$ cat src/rtl/afp_pkg.sv
// Shared AFP word format and normalization case codes, used by the multiplier and afp_pack.
package afp_pkg;

    typedef struct packed {
        logic       sign;
        logic [1:0] exp;
        logic       man;
    } afp_word_t;

    localparam logic [1:0] AFP_EXP_DENORM = 2'b11;
    localparam logic [1:0] AFP_EXP_MAX    = 2'b10;

    // Position of the leading one in the raw product mantissa
    typedef enum logic [1:0] {
        LZD_NORM_HI = 2'b00,
        LZD_NORM_LO = 2'b01,
        LZD_DENORM  = 2'b10,
        LZD_ZERO    = 2'b11
    } lzd_case_t;

endpackage

$ cat src/rtl/afp_lzd.sv
// Combinational leading-one detect and case select for the raw product mantissa.
// The guard output exists only when AFP_PACK_ROUND_EN is defined.
module afp_lzd
    import afp_pkg::*;
(
    input  logic [3:0] i_pm,
    input  logic [2:0] i_po,
    output lzd_case_t  o_case,
    output logic       o_man,
`ifdef AFP_PACK_ROUND_EN
    output logic       o_guard,
`endif
    output logic [2:0] o_exp
);

    logic w_guard;

    always_comb begin
        o_case  = LZD_ZERO;
        o_man   = 1'b0;
        o_exp   = i_po;
        w_guard = 1'b0;
        if (i_pm[3]) begin
            o_case  = LZD_NORM_HI;
            o_man   = i_pm[2];
            w_guard = i_pm[1];
            // Clamp instead of wrapping; any exponent >= 3 saturates downstream anyway
            o_exp   = (&i_po) ? i_po : i_po + 3'd1;
        end else if (i_pm[2]) begin
            o_case  = LZD_NORM_LO;
            o_man   = i_pm[1];
            w_guard = i_pm[0];
        end else if (i_pm != 4'd0) begin
            o_case  = LZD_DENORM;
            o_man   = i_pm[1];
        end
    end

`ifdef AFP_PACK_ROUND_EN
    assign o_guard = w_guard;
`else
    logic w_unused;
    assign w_unused = w_guard;
`endif

endmodule

$ cat src/rtl/afp_pack.sv
// Two-stage normalize/pack of an unpacked AFP product into a 4-bit AFP word.
// Define AFP_PACK_ROUND_EN to round half-up on the guard bit (default: truncate).
module afp_pack
    import afp_pkg::*;
#(
    parameter int CNT_W = 8
) (
    input  logic             clk,
    input  logic             reset,
    input  logic             in_valid,
    output logic             in_ready,
    input  logic             ps,
    input  logic [2:0]       po,
    input  logic [3:0]       pm,
    output logic             out_valid,
    input  logic             out_ready,
    output logic [3:0]       out_data,
    output logic             out_ovf,
    output logic [CNT_W-1:0] ovf_cnt
);

    localparam logic [CNT_W-1:0] CNT_ONE = {{(CNT_W-1){1'b0}}, 1'b1};
    localparam logic [CNT_W-1:0] CNT_MAX = {CNT_W{1'b1}};

`ifdef AFP_PACK_ROUND_EN
    // Returns {exp4, man}; a mantissa carry bumps the exponent and clears man
    function automatic logic [4:0] f_round(input logic m, input logic g, input logic [2:0] e);
        logic [3:0] e4;
        e4 = {1'b0, e};
        if (m & g) f_round = {e4 + 4'd1, 1'b0};
        else       f_round = {e4, m | g};
    endfunction
`endif

    function automatic afp_word_t f_sat_pack(input logic s, input lzd_case_t c, input logic m,
                                             input logic [3:0] e, output logic ovf);
        afp_word_t w;
        w.sign = s;
        w.exp  = AFP_EXP_DENORM;
        w.man  = m;
        ovf    = 1'b0;
        if ((c == LZD_NORM_HI) || (c == LZD_NORM_LO)) begin
            if (e >= 4'd3) begin
                w.exp = AFP_EXP_MAX;
                w.man = 1'b1;
                ovf   = 1'b1;
            end else begin
                w.exp = e[1:0];
            end
        end
        return w;
    endfunction

    logic       w_en;
    lzd_case_t  w_case;
    logic       w_man;
    logic [2:0] w_exp;

    logic       r_vld_p1;
    logic       r_sgn_p1;
    lzd_case_t  r_case_p1;
    logic       r_man_p1;
    logic [2:0] r_exp_p1;
`ifdef AFP_PACK_ROUND_EN
    logic       w_grd;
    logic       r_grd_p1;
`endif

    logic       r_vld_p2;
    afp_word_t  r_word_p2;
    logic       r_ovf_p2;
    logic [CNT_W-1:0] r_ovf_cnt;

    assign w_en      = out_ready | ~r_vld_p2;
    assign in_ready  = w_en;
    assign out_valid = r_vld_p2;
    assign out_data  = r_word_p2;
    assign out_ovf   = r_ovf_p2;
    assign ovf_cnt   = r_ovf_cnt;

    afp_lzd u_lzd (
        .i_pm    (pm),
        .i_po    (po),
        .o_case  (w_case),
        .o_man   (w_man),
`ifdef AFP_PACK_ROUND_EN
        .o_guard (w_grd),
`endif
        .o_exp   (w_exp)
    );

    // Stage 1: leading-one case, selected mantissa bit, guard and adjusted exponent
    always_ff @(posedge clk) begin
        if (reset)     r_vld_p1 <= 1'b0;
        else if (w_en) r_vld_p1 <= in_valid;
    end

    always_ff @(posedge clk) begin
        if (w_en) begin
            r_sgn_p1  <= ps;
            r_case_p1 <= w_case;
            r_man_p1  <= w_man;
            r_exp_p1  <= w_exp;
`ifdef AFP_PACK_ROUND_EN
            r_grd_p1  <= w_grd;
`endif
        end
    end

    logic [3:0] w_exp4_p1;
    logic       w_man_p1;
    afp_word_t  w_word_p1;
    logic       w_ovf_p1;

    always_comb begin
        w_exp4_p1 = {1'b0, r_exp_p1};
        w_man_p1  = r_man_p1;
`ifdef AFP_PACK_ROUND_EN
        if ((r_case_p1 == LZD_NORM_HI) || (r_case_p1 == LZD_NORM_LO))
            {w_exp4_p1, w_man_p1} = f_round(r_man_p1, r_grd_p1, r_exp_p1);
`endif
        w_word_p1 = f_sat_pack(r_sgn_p1, r_case_p1, w_man_p1, w_exp4_p1, w_ovf_p1);
    end

    // Stage 2: packed word and overflow flag; output data is cleared on reset too
    always_ff @(posedge clk) begin
        if (reset) begin
            r_vld_p2  <= 1'b0;
            r_word_p2 <= '0;
            r_ovf_p2  <= 1'b0;
        end else if (w_en) begin
            r_vld_p2  <= r_vld_p1;
            r_word_p2 <= w_word_p1;
            r_ovf_p2  <= w_ovf_p1;
        end
    end

    always_ff @(posedge clk) begin
        if (reset)
            r_ovf_cnt <= '0;
        else if (r_vld_p2 && out_ready && r_ovf_p2 && (r_ovf_cnt != CNT_MAX))
            r_ovf_cnt <= r_ovf_cnt + CNT_ONE;
    end

endmodule
$ cat config.mk
export PLATFORM = sky130hd
export DESIGN_NAME = afp_pack
export DESIGN_NICKNAME = d
export VERILOG_FILES = /design/src/rtl/afp_pkg.sv /design/src/rtl/afp_lzd.sv /design/src/rtl/afp_pack.sv
export SDC_FILE = /design/constraint.sdc
export NUM_CORES = 1
export LEC_CHECK = 0
export CAP_MARGIN = 25
export CORE_UTILIZATION = 48
export DETAILED_ROUTE_END_ITERATION = 10
export PLACE_DENSITY = 0.79
export SLEW_MARGIN = 20
export SYNTH_ARGS = -nofsm -noshare
export SYNTH_HDL_FRONTEND = slang
export SYNTH_SLANG_ARGS = --single-unit
$ cat constraint.sdc
create_clock -name clk -period 4.35 [get_ports clk]
set_clock_uncertainty 0.15 [all_clocks]
set_input_delay 0.87 -clock clk [delete_from_list [all_inputs] [get_ports clk]]
set_output_delay 0.87 -clock clk [all_outputs]
set_load 0.005 [all_outputs]
# Word level (Yosys, flattened, before mapping)
# Cells that the tools add are included.
# op_classes
n_addsub,2
n_lt_le_gt_ge,1
n_eq_ne,2
n_mux,12
n_bitwise,2
reduce_logical,8
# op_table
operator,count
two-way mux 3 bit,3
"adder 8 x 1 -> 8 bit, second input constant",1
two-way mux 1 bit,8
"!= test 8 bit, second input constant",1
nonzero test 4 bit,1
"adder 3 x 1 -> 3 bit, second input constant",1
">= comparator 3 x 2 -> 1 bit, second input constant",1
logical AND 1 bit,3
AND reduction 3 bit,1
"equality test 2 x 1 -> 1 bit, second input constant",1
logical NOT 2 bit,1
two-way mux 2 bit,1
OR reduction 2 bit,1
logical OR 1 bit,1
NOT 1 bit,1
OR 1 bit,1
# totals
regBits,22
in_bits,12
wordCells,39

# Longest topological paths before layout
# Gate-level depths: netlist of run 1.
# logic_depth
ltp_word,4
depth_mapped,5

# Modules after synthesis
# Synthesis of run 1 repeated with hierarchy kept, for this count alone.
# hier_totals
cells_unflattened,97
hier_area_um2,988.4
# modules_own_cells
module,instances,cells_each,area_per_inst_um2,seq_area_each_um2
afp_pack,1,88,895.9,480.5
afp_lzd,1,9,92.6,0.0

# Worst setup path before layout of run 1
# No wires, ideal clock.
# synth_timing
kind,input-to-output
startpoint,input out_ready
endpoint,output in_ready
t_arrival_ps,1362
required_ps,3330
slack_ps,1968
path_stages,3
n_path_buf,1
cell_sequence,nor2b_1 clkbuf_1 inv_2
# synth_between
elab_chain_len,1
# synth_rtl
element,line,rtl
from (decl),afp_pack.sv:16,"input logic out_ready,"
OR 1 bit,afp_pack.sv:74,assign w_en = out_ready | ~r_vld_p2;
to (decl),afp_pack.sv:11,"output logic in_ready,"
# No other way between the ends.

# Final worst setup path of run 1
# Ends and elaborated chain as after synthesis.

==> summary.txt, run 1 <==
status: completed
CTS tree: built
number of top-level pins: 27
clk sinks: 21
multi-input logic area: 404 um^2
Setup crit start kind: input port
simple-gate area share of the yosys netlist: 0.211
Worst-Skew Late Latency: 0.30 ns
initial drt markers: 15
FF+latch count, synth: 21
Post-Syn Nets: 102
TNS Setup: 0 ns
Tcrit/Tclk final: 0.771
mux cell area share after synthesis: 0.0363
row count: 15
XOR/XNOR Fraction of Synth Area: 0.0587
Min-Delay Path Class: reg -> reg
Synth async-reset ratio: 0
nets: 131
Leakage: 0.000457 uW
post-synth top area share: 0.335
Pwr per Cell Area: 292 nW/um^2
Post-Synthesis Cells: 88
core box area: 1750 um^2
Pins Over Slew Limit: 0
element type at the critical path end: output port
RSZ-0062 raised after global routing: no
quantity of hold-fixing buffers added after cts: 0
antenna violations before repair: 0
Initial Util: 0.513
compound-cell area share of the yosys netlist: 0.117
full die area: 2040 um^2
RePlAce Congestion: 0.837
# port buffers: 25
Synth top cells by count: dfxtp_1 (15), nor2_1 (12), nand2_1 (9)
maximum fanout along the worst path: 12
Net Sw Frac: 0.224
fraction of layout cells with a size suffix above 1: 0.0690
root buf cell: clkbuf_4
worst vdd ir: 0.000229 V
largest net degree at the start of global routing: 16
combinational share of power: 0.112
Num CTS Buffers: 3
Area Overhead vs Synth: 34.4%
synth top area cells: dfxtp_1 (34%), edfxtp_1 (20%), nor2_1 (5.0%), xor2_1 (3.9%), nand2_1 (3.8%)
die height: 45.2 um
Int Power: 273 uW
worst-margin pin slew: 0.533 ns
Antenna diodes: 0
vias in the first global route: 713
vias per cell: 5.35
number of synthesized flops with an enable pin: 6
Overall Global Routing Usage: 0.200
post-DR wirelength/cell: 12.2 um
first-pass GRT wire length: 2.90 mm
Cell Area, Synth: 896 um^2
# setup viols final: 0
Clk network pwr share: 0.264
htree depth: 1
WL final: 1.72 mm
Max Freq: 0.298 GHz
sequential-to-total area share from yosys stat: 0.536
DP HPWL: 1.25 mm
DRC viols: 0
Layout fillers: 149
sw power: 78.6 uW
drt first pass iters: 6
sequential group share of total power: 0.624
via count: 754
post-route ant nets: 0
post_cts resized: 0
Max-slew headroom: 0.644
top-count cell post-synth: dfxtp_1
synth unique cells: 31
WS Path Type: in -> out
Max Buffers Root-to-Sink: 2
sequential cell area: 480 um^2
GRT Residual Overflow: 0
max_cap viols: 0
worst endpoint required time: 3.33 ns
Yosys top cell by area: dfxtp_1
Hold Vio Cnt, Final: 0
CTS clk-pin slew, worst paths: 0.11 ns
arrival time worst endpoint: 2.33 ns
Synth Area in Adders: 0.0279
post-CTS setup buffers: 0
Syn. warnings: 0
largest family of logic cells by synthesized area: simple AND/OR/NAND/NOR gates
Core Util, Final: 0.690
Avg Inst Size Synth: 10.2 um^2
Die W: 45.2 um
Synth Flop Type: dfxtp_1
minimum clock period: 3.35 ns
==> metrics by stage <==
stage	hold slack, ns	power [uW]	area [um^2]	setup WS [ns]	cells
after CTS	0.320	354	1200	0.997	141
after global routing	0.355	368	1200	0.946	141
after detailed placement	0.304	263	1180	1.02	137
after global placement	0.291	261	1180	1.01	137
after floorplan	0.276	238	896	1.97	88
final	0.319	351	1200	0.998	141
==> worst paths after layout <==
path / from / end / slack, ns / cells after the start
worst max-delay path: out_ready / in_ready / 1.0 / 5
worst min-delay path: r_vld_p1 / r_vld_p1 / 0.32 / 2
worst max register to register: ovf_cnt[0] / ovf_cnt[5] / 2.63 / 5
worst min register to register: r_vld_p1 / r_vld_p1 / 0.32 / 2
==> logic make-up (layout without fill, tap and decap cells) <==
group           count (synthesis)  in the layout
simple gates                   37             37
flops                          21             21
buf+inv                         3             31
fa+ha+maj                       2              2
mux                             3              3
compound gates                 16             16
xor+xnor                        6              6
==> per-layer routing <==
layer / track usage / wire, um / vias up
li1: - / - / 378
met1: 0.239 / 783 / 349
met2: 0.325 / 835 / 23
met3: 0.0520 / 78 / 4
met4: 0.115 / 23 / 0
met5: 0 / 0 / -
==> flip-flops by register name, summed over array words and instances (netlist names) <==
signal,flops
r_case_p1,1
out_valid,1
out_ovf,1
r_man_p1,1
r_vld_p1,1
ovf_cnt,8
r_sgn_p1,1
r_exp_p1,3
out_data,4
==> critical path: stages <==
cell             delay [ns]
clkdlybuf4s50_1        0.52
nor2b_1                0.06
buf_4                  0.16
inv_2                  0.18
clkdlybuf4s50_1        0.54
==> power groups by stage <==
stage	sequential (uW)	combinational [uW]	clock [uW]
2_1_floorplan	223	14.9	0
3_3_place_gp	223	38.1	0
5_1_grt	221	43.4	103
6_report	219	39.3	92.8
4_1_cts	219	39.8	94.7
3_5_place_dp	224	39.4	0
==> layout make-up <==
cell class,count,area share
tap,25,0.0260
multi-input combinational,64,0.336
sequential,21,0.399
clock buffer,4,0.0218
inverter,1,0.00312
timing repair buffer,26,0.214
==> cells in the final DEF, fill, tap and decap left out, types with 3 or more instances in the layout <==
cell | synthesis | routed
edfxtp_1 | 6 | 6
xor2_1 | 4 | 4
clkdlybuf4s50_1 | 0 | 25
clkbuf_4 | 0 | 3
nor2_1 | 12 | 12
dfxtp_1 | 15 | 15
nand2_1 | 9 | 9
a21oi_1 | 6 | 6
No activity file was read; power rests on OpenSTA's default activity.
==> run 2, diff against run 1 <==
--- a/config.mk
+++ b/config.mk
@@ -6,9 +6,9 @@
 export NUM_CORES = 1
 export LEC_CHECK = 0
 export CAP_MARGIN = 25
-export CORE_UTILIZATION = 48
+export CORE_UTILIZATION = 40
 export DETAILED_ROUTE_END_ITERATION = 10
-export PLACE_DENSITY = 0.79
+export PLACE_DENSITY = 0.71
 export SLEW_MARGIN = 20
 export SYNTH_ARGS = -nofsm -noshare
 export SYNTH_HDL_FRONTEND = slang
==> constraint.sdc (replaced) <==
create_clock -name clk -period 2.9 [get_ports clk]
set_clock_uncertainty 0.15 [all_clocks]
set_input_delay 0.58 -clock clk [delete_from_list [all_inputs] [get_ports clk]]
set_output_delay 0.58 -clock clk [all_outputs]
set_load 0.005 [all_outputs]
==> run 2 against run 1 <==
Worst setup slack got worse by 0.74 ns. Hold slack improved by 0.0023 ns. Die area grew 19%. Clock power is 49% higher. Via count decreased by 2.8%. Final area up 0.21%. Wire length is 0.35% lower. Global-route usage down 4.6 points. Power is 50% higher.
==> summary.txt, run 2 (synthesis results as in run 1) <==
initial drt markers: 10 (was 15)
Layout fillers: 195 (was 149)
Num CTS Buffers: 3 (unchanged)
drt first pass iters: 2 (was 6)
DRC viols: 0 (unchanged)
element type at the critical path end: output port (unchanged)
largest net degree at the start of global routing: 16 (unchanged)
die height: 49.3 um (was 45.2 um)
# port buffers: 25 (unchanged)
post_cts resized: 0 (unchanged)
Initial Util: 0.439 (was 0.513)
RSZ-0062 raised after global routing: no (unchanged)
nets: 131 (unchanged)
worst-margin pin slew: 0.568 ns (was 0.533 ns)
Pwr per Cell Area: 436 nW/um^2 (was 292 nW/um^2)
post-route ant nets: 0 (unchanged)
fraction of layout cells with a size suffix above 1: 0.0690 (unchanged)
minimum clock period: 2.64 ns
CTS tree: built (unchanged)
Finished Layout Cells: 143 (was 141)
Placement Cell Area: 1180 um^2 (about the same)
Min-Delay Path Class: reg -> reg (unchanged)
Setup crit start kind: input port (unchanged)
Max Buffers Root-to-Sink: 2 (unchanged)
post-DR wirelength/cell: 12.0 um (was 12.2 um)
first-pass GRT wire length: 2.90 mm (about the same)
most common cell after layout, fill and taps aside: clkdlybuf4s50_1 (unchanged)
TNS Setup: 0 ns (unchanged)
clk sinks: 21 (unchanged)
Core Util, Final: 0.591 (was 0.690)
RePlAce Congestion: 0.796 (was 0.837)
quantity of hold-fixing buffers added after cts: 0 (unchanged)
GRT Residual Overflow: 0 (unchanged)
Tcrit/Tclk final: 0.910
Antenna diodes: 0 (unchanged)
post-CTS setup buffers: 0 (unchanged)
via count: 733 (was 754)
sequential cell area: 480 um^2 (unchanged)
max_cap viols: 0 (unchanged)
multi-input logic area: 404 um^2 (unchanged)
number of top-level pins: 27 (unchanged)
Leakage: 0.000457 uW (unchanged)
most frequent cells in the layout: clkdlybuf4s50_1 (25), dfxtp_1 (15), nor2_1 (12) (unchanged)
WS Path Type: in -> out (unchanged)
Max-slew headroom: 0.620 (was 0.644)
Inst Count DP: 139 (was 137)
Final Cell Area: 1210 um^2 (was 1200 um^2)
worst endpoint required time: 2.17 ns (was 3.33 ns)
vias in the first global route: 668 (was 713)
# setup viols final: 0 (unchanged)
root buf cell: clkbuf_4 (unchanged)
core box area: 2040 um^2 (was 1750 um^2)
Die W: 49.3 um (was 45.2 um)
maximum fanout along the worst path: 12 (unchanged)
worst vdd ir: 0.000297 V (was 0.000229 V)
Worst-Skew Late Latency: 0.29 ns (was 0.30 ns)
Pins Over Slew Limit: 0 (unchanged)
Area Overhead vs Synth: 34.6% (was 34.4%)
htree depth: 1 (unchanged)
row count: 16 (was 15)
arrival time worst endpoint: 1.91 ns (was 2.33 ns)
DP HPWL: 1.25 mm (about the same)
number of flip-flops in the largest register: 8 (unchanged)
vias per cell: 5.13 (was 5.35)
WL final: 1.72 mm (about the same)
CTS clk-pin slew, worst paths: 0.11 ns (about the same)
full die area: 2430 um^2 (was 2040 um^2)
Hold Vio Cnt, Final: 0 (unchanged)
status: completed (unchanged)
Overall Global Routing Usage: 0.155 (was 0.200)
antenna violations before repair: 0 (unchanged)
Max Freq: 0.379 GHz
==> run 2: cell counts in the layout (fill, tap and decap cells not counted) <==
No cell type changed its count.
==> run 2: critical path, stage by stage <==
cell	delay, ns
clkdlybuf4s50_1	0.51
nor2b_1	0.08
inv_2	0.18
clkdlybuf4s50_1	0.54
==> run 2: per-stage QoR <==
stage	total power (uW)	worst slack, ns	hold WS (ns)
after floorplan	357	1.10	0.276
after detailed placement	394	0.275	0.306
after CTS	530	0.260	0.321
final	526	0.262	0.321
after global placement	393	0.279	0.291
after global routing	548	0.178	0.327
==> run 2: layout make-up <==
type | count | share of cell area
Sequential cell | 21 | 0.398
Clock buffer | 4 | 0.0218
Inverter | 1 | 0.00311
Timing Repair Buffer | 26 | 0.214
Tap cell | 27 | 0.0280
Multi-Input combinational cell | 64 | 0.335
==> run 2: layer usage <==
metal  GRT usage  wire length, um  up-vias  part of all wire
li1            -                -      377                 -
met1       0.204              844      337              0.49
met2       0.247              805       19              0.47
met3      0.0312               65        0             0.038
met4      0.0588                0        0                 0
met5           0                0        -                 0
==> run 2: final timing paths <==
kind,start,endpoint,slack (ns),cells past startpoint
worst max-delay path,out_ready,in_ready,0.26,4
worst min register to register,r_vld_p1,r_vld_p1,0.32,2
worst min-delay path,r_vld_p1,r_vld_p1,0.32,2
worst max register to register,ovf_cnt[0],ovf_cnt[5],1.18,5
==> run 2: report_power, final <==
| group | internal [uW] | total [uW] | switching [uW] |
|---|---|---|---|
| combinational | 36.6 | 59.1 | 22.5 |
| clock | 53.5 | 138 | 84.4 |
| sequential | 319 | 329 | 9.86 |
==> RTL change: new RTL, settings of run 1 <==
The 4 values of `lzd_case_t` get a one-hot encoding in 4 bits.
--- a/src/rtl/afp_pkg.sv
+++ b/src/rtl/afp_pkg.sv
@@ -13,7 +13,7 @@
     // Position of the leading one in the raw product mantissa
-    typedef enum logic [1:0] {
-        LZD_NORM_HI = 2'b00,
-        LZD_NORM_LO = 2'b01,
-        LZD_DENORM  = 2'b10,
-        LZD_ZERO    = 2'b11
+    typedef enum logic [3:0] {
+        LZD_NORM_HI = 4'b0001,
+        LZD_NORM_LO = 4'b0010,
+        LZD_DENORM  = 4'b0100,
+        LZD_ZERO    = 4'b1000
     } lzd_case_t;
Function: same outputs for any inputs over 10 cycles, from zero or initial values and one cycle with reset high; not proved beyond that.
==> RTL change against run 1 <==
  * Power up 31%
  * Synthesized area up 22%
  * Sequential cell count up 3
  * Hold slack worse by 0.0020 ns
  * Final area up 19%
  * Fmax down 1.0%
  * Worst setup slack worse by 0.035 ns
  * Core utilization up 0.52 points
  * Routed wire length up 17%
==> RTL change: results (changes against run 1) <==
metric,value,unit,change
firstDrtPassIters,3,,-3
gr-usage-met2,32.21,%,-0.26 points
synthArstFlopShare,0,%,unchanged
met3_usage,3.704,%,-1.5 points
clk_pin_slew_worst_paths,0.13,ns,+0.02 ns
clk_path_buf_depth,2,,unchanged
worstPathArrival,2.37,ns,+0.04 ns
crit_path_max_incr_delay,0.47,ns,-0.07 ns
drt_iter0_markers,7,,-8
grtUsageTotal,19.06,%,-0.97 points
netlist_instances,104,,+18%
reg2regPathDepth,4,,-1
maxSlewHeadroom,55.43,%,-8.9 points
synth-edff-count,9,,+3
placed_cells,155,,+13%
r2r_slack,2.59,ns,-0.04 ns
crit_fanout,8,,-4
worstReg2RegEnd,ovf_cnt[7],,
synthTopCellsByCount,"dfxtp_1, nor2_1, nand2_1, edfxtp_1",,
drive_above_1_share,11.36,%,+4.5 points
syn-num-nets,118,,+16%
yosysSeqAreaShare,52.00,%,-1.6 points
nets,147,,+12%
via_per_inst,5.346,,about the same
dr_total_vias,850,,+13%
worstSkewPairLatency,0.32,ns,+0.02 ns
grt_pass1_wl,3.567,mm,+23%
outcome,"complete, no violations",,
wl,2.007,mm,+17%
cts.sinks,24,,+14%
grtUsageMet1,22.46,%,-1.5 points
power.internal,0.3689,mW,+35%
numPortBuffers,26,,+4.0%
synth_area_leaders,"dfxtp_1, edfxtp_1, mux2_2",,
grt_pass1_vias,855,,+20%
place_congestion,0.8149,,-2.6%
grt_max_degree,21,,+5
## RTL change: cell count changes after synthesis, moves of 2 or more
cell	delta
nand4_1	-2
a211oi_1	+5
nor4_1	+2
mux2_1	-2
inv_1	+4
edfxtp_1	+3
nand2b_1	+3
o31ai_1	-2
mux2_2	+6
nor2b_1	+4
xor2_1	-3
## RTL change: worst max-delay path, delay by kind of cell
| kind | cells | cell delay (ns) |
|---|---|---|
| buffers and inverters | 3 | 1.05 |
| and+or+nand+nor | 1 | 0.44 |
## RTL change: logic make-up (layout without fill, tap and decap cells)
family | Yosys count | in the layout | synth area share (%)
AND/OR/NAND/NOR | 44 | 44 | 21.10
adder cells (fa/ha/maj) | 2 | 2 | 2.280
XOR/XNOR | 2 | 2 | 1.597
flip-flops | 24 | 24 | 52.00
AO/OA/AOI/OAI | 18 | 18 | 12.89
buffers and inverters | 7 | 35 | 3.078
multiplexers | 7 | 7 | 7.069
## RTL change: per-layer routing
layer	share of wire, %	wire length (µm)
met3	3.2	65
met2	47	946
met4	1.4	28
met1	48	966
met5	0	0
## RTL change: worst min-delay path by stage
| stage | cells after the start | slack, ns | start | endpoint |
|---|---|---|---|---|
| floorplan | 2 | 0.28 | r_vld_p1 | r_vld_p1 |
| global route | 2 | 0.35 | out_data[3] | out_data[3] |
| finish | 2 | 0.32 | out_data[3] | out_data[3] |
| global placement | 2 | 0.29 | out_data[3] | out_data[3] |
| CTS | 2 | 0.32 | out_data[3] | out_data[3] |
| detailed placement | 2 | 0.30 | out_data[3] | out_data[3] |
## RTL change: final cells by class
type / instances / area [µm²]
clock buffer: 3 / 22.52
timing repair buffer: 27 / 267.8
sequential: 24 / 570.5
multi-input combinational: 73 / 493.0
fill: 169 / 629.4
tap: 27 / 33.78
clock inverter: 1 / 30.03
inverter: 4 / 15.01
## RTL change: power by group through the flow
stage / Sequential, mW / Clock (mW) / Combinational (mW)
2_1_floorplan: 0.258 / 0 / 0.0217
3_3_place_gp: 0.258 / 0 / 0.0467
3_5_place_dp: 0.259 / 0 / 0.0479
4_1_cts: 0.254 / 0.166 / 0.0483
5_1_grt: 0.255 / 0.174 / 0.0527
6_report: 0.254 / 0.160 / 0.0477
## RTL change: metrics by stage
| step | instance area (µm²) | utilization [%] | total power [mW] | setup slack [ns] |
|---|---|---|---|---|
| after global placement | 1380 | 66.93 | 0.3045 | 0.9643 |
| after detailed placement | 1380 | 66.93 | 0.3065 | 0.9578 |
| after global routing | 1433 | 69.48 | 0.4819 | 0.8269 |
| after CTS | 1433 | 69.48 | 0.4681 | 0.9498 |
| final | 1433 | 69.48 | 0.4609 | 0.9621 |
| after floorplan | 1097 | - | 0.2795 | 2.011 |
